[src/rtl/if_fetch_unit.sv]
// rtl/if_fetch_unit.sv - instruction fetch stage: one-outstanding imem reads, registered IF/ID slot, one-entry skid buffer
module if_fetch_unit #(
    parameter logic [31:0] RESET_PC = 32'h0000_0000
) (
    input  logic        clk,
    input  logic        reset,
    input  logic        stall,
    input  logic        flush_IFID,
    input  logic [31:0] redirect_pc,
    output logic        imem_req,
    output logic [31:0] imem_addr,
    input  logic        imem_ready,
    input  logic        imem_rvalid,
    input  logic [31:0] imem_rdata,
    output logic [31:0] PC,
    output logic [31:0] Instruction,
    output logic        fetch_valid
);

    typedef enum logic [1:0] {
        ST_IDLE  = 2'd0,
        ST_WAIT  = 2'd1,
        ST_HOLD  = 2'd2,
        ST_DRAIN = 2'd3
    } state_e;

    localparam logic [31:0] RESET_PC_ALIGNED = {RESET_PC[31:2], 2'b00};

    state_e      state_q, state_d;
    logic [31:0] fetch_pc_q, fetch_pc_d;
    logic [31:0] req_pc_q, req_pc_d;
    logic        valid_q, valid_d;
    logic [31:0] pc_q, pc_d;
    logic [31:0] instr_q, instr_d;
    logic [31:0] hold_pc_q, hold_pc_d;
    logic [31:0] hold_instr_q, hold_instr_d;

    logic take;
    logic req;
    logic accept;

    // The slot may be overwritten when it is empty or IF/ID is advancing.
    assign take   = !valid_q || !stall;
    assign req    = !flush_IFID &&
                    ((state_q == ST_IDLE) ||
                     ((state_q == ST_WAIT) && imem_rvalid && take));
    assign accept = req && imem_ready;

    assign imem_req    = req;
    assign imem_addr   = fetch_pc_q;
    assign PC          = pc_q;
    assign Instruction = instr_q;
    assign fetch_valid = valid_q;

    always_comb begin
        state_d      = state_q;
        fetch_pc_d   = fetch_pc_q;
        req_pc_d     = req_pc_q;
        valid_d      = valid_q;
        pc_d         = pc_q;
        instr_d      = instr_q;
        hold_pc_d    = hold_pc_q;
        hold_instr_d = hold_instr_q;

        if (accept) begin
            req_pc_d   = fetch_pc_q;
            fetch_pc_d = fetch_pc_q + 32'd4;
        end

        if (flush_IFID) begin
            valid_d      = 1'b0;
            pc_d         = 32'h0;
            instr_d      = 32'h0;
            hold_pc_d    = 32'h0;
            hold_instr_d = 32'h0;
            fetch_pc_d   = {redirect_pc[31:2], 2'b00};
            // A response still in flight must be swallowed before refetching.
            case (state_q)
                ST_WAIT:  state_d = imem_rvalid ? ST_IDLE : ST_DRAIN;
                ST_DRAIN: state_d = imem_rvalid ? ST_IDLE : ST_DRAIN;
                default:  state_d = ST_IDLE;
            endcase
        end else begin
            case (state_q)
                ST_IDLE: begin
                    if (take) begin
                        valid_d = 1'b0;
                        pc_d    = 32'h0;
                        instr_d = 32'h0;
                    end
                    if (accept) begin
                        state_d = ST_WAIT;
                    end
                end
                ST_WAIT: begin
                    if (imem_rvalid) begin
                        if (take) begin
                            valid_d = 1'b1;
                            pc_d    = req_pc_q;
                            instr_d = imem_rdata;
                            state_d = accept ? ST_WAIT : ST_IDLE;
                        end else begin
                            hold_pc_d    = req_pc_q;
                            hold_instr_d = imem_rdata;
                            state_d      = ST_HOLD;
                        end
                    end else if (take) begin
                        valid_d = 1'b0;
                        pc_d    = 32'h0;
                        instr_d = 32'h0;
                    end
                end
                ST_HOLD: begin
                    if (take) begin
                        valid_d = 1'b1;
                        pc_d    = hold_pc_q;
                        instr_d = hold_instr_q;
                        state_d = ST_IDLE;
                    end
                end
                ST_DRAIN: begin
                    valid_d = 1'b0;
                    pc_d    = 32'h0;
                    instr_d = 32'h0;
                    if (imem_rvalid) begin
                        state_d = ST_IDLE;
                    end
                end
                default: begin
                    state_d = ST_IDLE;
                end
            endcase
        end
    end

    always_ff @(posedge clk or negedge reset) begin
        if (!reset) begin
            state_q      <= ST_IDLE;
            fetch_pc_q   <= RESET_PC_ALIGNED;
            req_pc_q     <= 32'h0;
            valid_q      <= 1'b0;
            pc_q         <= 32'h0;
            instr_q      <= 32'h0;
            hold_pc_q    <= 32'h0;
            hold_instr_q <= 32'h0;
        end else begin
            state_q      <= state_d;
            fetch_pc_q   <= fetch_pc_d;
            req_pc_q     <= req_pc_d;
            valid_q      <= valid_d;
            pc_q         <= pc_d;
            instr_q      <= instr_d;
            hold_pc_q    <= hold_pc_d;
            hold_instr_q <= hold_instr_d;
        end
    end

endmodule

[config.mk]
export PLATFORM = sky130hd
export DESIGN_NAME = if_fetch_unit
export DESIGN_NICKNAME = d
export VERILOG_FILES = /design/src/rtl/if_fetch_unit.sv
export SDC_FILE = /design/constraint.sdc
export NUM_CORES = 1
export LEC_CHECK = 0
export CORE_MARGIN = 5
export CORE_UTILIZATION = 56
export DETAILED_ROUTE_END_ITERATION = 7
export PLACE_DENSITY = 0.95
export SYNTH_ARGS = -nofsm -noshare
export SYNTH_HDL_FRONTEND = slang
export SYNTH_SLANG_ARGS = --single-unit
[constraint.sdc]
create_clock -name clk -period 4.3 [get_ports clk]
set_clock_uncertainty 0.15 [all_clocks]
set_input_delay 0.86 -clock clk [delete_from_list [all_inputs] [get_ports clk]]
set_output_delay 0.86 -clock clk [all_outputs]
set_load 0.03 [all_outputs]
# Word level (Yosys, flattened, before mapping)
# Index checks and enable logic that the tools add are counted.
[word_totals]
reg_bits = 195
inputBits = 70
output_inout_bits = 98
wordCells = 72
[classes]
addsub = 1
eq_ne = 9
mux = 37
reduce_logical = 17
[ops]
columns = ["operator", "n"]
rows = [
  ["$mux 32", 20],
  ["$pmux 32 s4", 2],
  ["$add 32x3->32 const B", 1],
  ["$mux 2", 8],
  ["$ne 3x3->1 const B", 4],
  ["$pmux 2 s4", 1],
  ["$reduce_bool 2->1", 3],
  ["$mux 1", 5],
  ["$eq 2x2->1 const B", 2],
  ["$logic_and 1x1->1", 4],
  ["$ne 4x4->1 const B", 1],
  ["$pmux 1 s4", 1],
  ["$reduce_and 4->1", 1],
  ["$logic_not 1->1", 3],
  ["$reduce_and 3->1", 1],
  ["$eq 2x1->1 const B", 1],
  ["$logic_not 2->1", 1],
  ["$logic_or 1x1->1", 2],
  ["$ne 2x2->1 const B", 1],
  ["$reduce_and 2->1", 1],
  ["$reduce_or 2->1", 1],
]

# Longest topological paths before layout
[depth]
depth_word = 11
mapped_depth = 8
depth_no_buf = 6

# Worst setup path before layout
# OpenSTA, ideal clock, no wires.
[synth_timing]
kind = "input -> output"
startpoint = "in flush_IFID"
endpoint = "out imem_req"
arrival_ns = 2.092
required_ns = 3.290
path_slack_ns = 1.198
stages = 4
path_buffers = 2
path_cell_list = "clkbuf_1 clkbuf_1 nor2_1 a21boi_0"
[synth_between]
elab_chain_cells = 2
[synth_rtl]
columns = ["element", "line", "text"]
rows = [
  ["start: declaration", "8", "input logic flush_IFID,"],
  ["$logic_not 1->1", "44", "assign req = !flush_IFID &&"],
  ["$logic_and 1x1->1", "44", ""],
  ["end: declaration", "10", "output logic imem_req,"],
]
# Every way passes these cells.

# Worst setup path in the final report
[layout_timing]
startpoint = "in stall"
endpoint = "out imem_req"
[layout_between]
elab_chain_cells = 5
[layout_rtl]
columns = ["element", "line", "text"]
rows = [
  ["start: declaration", "7", "input logic stall,"],
  ["$logic_not 1->1", "43", "assign take = !valid_q || !stall;"],
  ["$logic_or 1x1->1", "43", ""],
  ["$logic_and 1x1->1", "46", "((state_q == ST_WAIT) && imem_rvalid && take));"],
  ["$logic_or 1x1->1", "45", "((state_q == ST_IDLE) ||"],
  ["$logic_and 1x1->1", "44", ""],
]
# Every way passes these cells.

==> reports/qor.yml <==
placement:
  gp_congestion: 0.824
  preCtsSetupSlack_ns: 0.646
  hpwl_um: 16100
  io_buffers: 163
route:
  routedWlPerCell_um: 20.0
  totalWireLength_um: 25100
  drt-met1-wl_um: 10000
  drtAntennaViolNets: 0
  top_layer: "met4"
  num_vias: 7911
  wl_met2_um: 12200
  first_iter_violations: 884
  viasPerCell: 6.31
  drc: 0
  wl_met3_um: 2480
  dr.pass1.iters: 8
sta:
  worst_slew_pin_slew_ns: 1.02
  hold_viol_final: 0
  setup_viol_count_final: 0
  setup_ws_ns: 0.641
  relSlewSlack: 0.321
  max_clock_freq_mhz: 273
  rsz0062_at_grt: "no"
  period_share: 0.851
  fin_setup_tns_ns: 0
  finalCriticalPeriod_ns: 3.66
  final_max_slew_viol_count: 0
global_route:
  first_global_vias: 7860
  grt_max_degree: 92
  grt_use_total: 0.278
  grt_overflow: 0
  grt_antenna_before_repair: 0
  grt_pass1_wl_um: 40600
setup_path:
  reg2regPathDepth: 6
  cp-end-kind: "output pin"
  cp_max_fo: 6
  crit_path_top_delay_cell: "clkdlybuf4s50_1"
  worst-setup-path-type: "in -> out"
  crit_family: "buffers and inverters"
  crit_chain: "clkdlybuf4s50_1 -> a21bo_2 -> a21boi_0 -> clkdlybuf4s50_1"
  path_buf_inv: 2
  worst_ep_arrival_time_ns: 2.65
  critical-path-max-stage-delay_ns: 0.73
  path_depth: 4
  crit_required_ns: 3.29
  timing.critical_path.mode_cell: "clkdlybuf4s50_1"
  cp-start-kind: "input pin"
logic_synthesis:
  synth.area.top_cells: "dfrtp_1, nand2_1, a22o_1"
  synth_top_area_frac: 0.544
  synth_ff_type: "dfrtp_1"
  synthesis.instances: 900
  synth_enable_flop_cells: 0
  avgSynthCellArea_um2: 9.71
  post_synth_instance_area_um2: 8740
  yosysTopAreaCell: "dfrtp_1"
  seq_area_frac_synth: 0.544
  ys_warn_count: 0
  synthArstFlopShare: 1.00
  ys_ff_latch: 190
  ys_types: 60
hold_path:
  min_path_type: "in -> async"
floorplanning:
  die_w_um: 135
  core_region_area_um2: 15300
  die-area_um2: 18200
  start_util: 0.573
  die_h_um: 135
  io_pins: 168
  core.rowCount: 45
clocking:
  h-tree-depth: 4
  cts_hold_buf: 0
  cts.sinks: 190
  cts.path.max_buffers: 2
  cts_inserted_buffers: 17
  path_clk_slew_ns: 0.06
  clk_latency_ns: 0.43
  cts_tree: "yes"
  cts_setup_buffers: 0
  root_buffer: "clkbuf_16"
  post_cts_resized: 0
final_layout:
  areaGrowthSynthToFinish_pct: 27.1
  antenna_cells: 0
  drive_gt1_frac: 0.0691
  finalNetCount: 1100
  layout_commonest_cell: "nand2_1"
  nFillCells: 1001
  layout_common_cells: "nand2_1, dfrtp_1, clkdlybuf4s50_1"
power_and_ir_drop:
  leakage_nw: 4.69
  p_per_area_nw_per_um2: 393
  ir_drop_mv: 0.289
run_status:
  outcome: "completed"
flow_run:
  max_cap_viol_count: 0
## metrics by stage
stage / power (mW) / cells / instance area [um^2] / hold slack (ns) / util
2_1_floorplan: 2.49 / 901 / 8750 / 0.300 / -
3_3_place_gp: 2.83 / 1221 / 10500 / 0.310 / 0.691
5_1_grt: 4.54 / 1253 / 11100 / 0.363 / 0.728
4_1_cts: 4.37 / 1253 / 11100 / 0.335 / 0.728
3_5_place_dp: 2.86 / 1221 / 10500 / 0.319 / 0.691
6_report: 4.37 / 1253 / 11100 / 0.327 / 0.728
## cell families after synthesis
| logic type | Yosys count | share of synthesized area |
|---|---|---|
| adder cells (fa/ha/maj) | 1 | 0.00143 |
| multiplexers | 1 | 0.00115 |
| flip-flops | 190 | 0.544 |
| AND/OR/NAND/NOR | 336 | 0.168 |
| buffers and inverters | 77 | 0.0369 |
| XOR/XNOR | 12 | 0.0120 |
| AO/OA/AOI/OAI | 282 | 0.237 |
| other | 1 | 0.000429 |
## state kept, by name, indices dropped and copies added (netlist names)
register / cells
Instruction: 32
PC: 32
fetch_valid: 1
hold_instr_q: 32
hold_pc_q: 31
imem_addr: 30
req_pc_q: 30
state_q: 2
## area by class of cell
class | instances | area [um^2] | share of cell area
clock inverters | 11 | 95.1 | 0.00856
inverters | 5 | 18.8 | 0.00169
multi-input cells | 634 | 3720 | 0.335
flip-flops and latches | 190 | 4760 | 0.428
repair buffers | 181 | 1770 | 0.160
clock buffers | 21 | 480 | 0.0432
well taps | 211 | 264 | 0.0238
## layer usage
metal,track usage,up-vias
met5,0,-
met4,0.0829,0
met3,0.0686,32
met2,0.447,464
met1,0.378,3908
li1,-,3507
## report_power, final
group	switching [mW]	internal, mW
logic	0.453	0.302
registers	0.172	1.92
clock network	0.711	0.818
## Yosys cell counts, drive strengths merged, types with 2 or more instances
master,n
o21ai,96
a21oi,8
nand4,8
buf,27
nand2,260
o22ai,2
o311ai,9
a32o,29
nor3b,2
and3b,2
o2bb2ai,29
clkbuf,45
nand2b,4
o211ai,5
a31oi,4
nor4,6
nor2,15
inv,4
dfrtp,190
a221o,3
xor2,10
or3,3
and2,3
and3,6
xnor2,2
a22oi,24
nand3,20
a22o,63
nor3,2
## worst paths after layout
check / start / end / slack (ns)
worst min-delay path: reset / Instruction[25] / 0.33
worst max-delay path: stall / imem_req / 0.64
min in group clk: Instruction[9] / Instruction[9] / 0.33
worst min register to register: Instruction[9] / Instruction[9] / 0.33
worst max register to register: state_q[0] / PC[7] / 1.21
max in group asynchronous: reset / imem_addr[2] / 2.77
No activity file was read; power rests on OpenSTA's default activity.
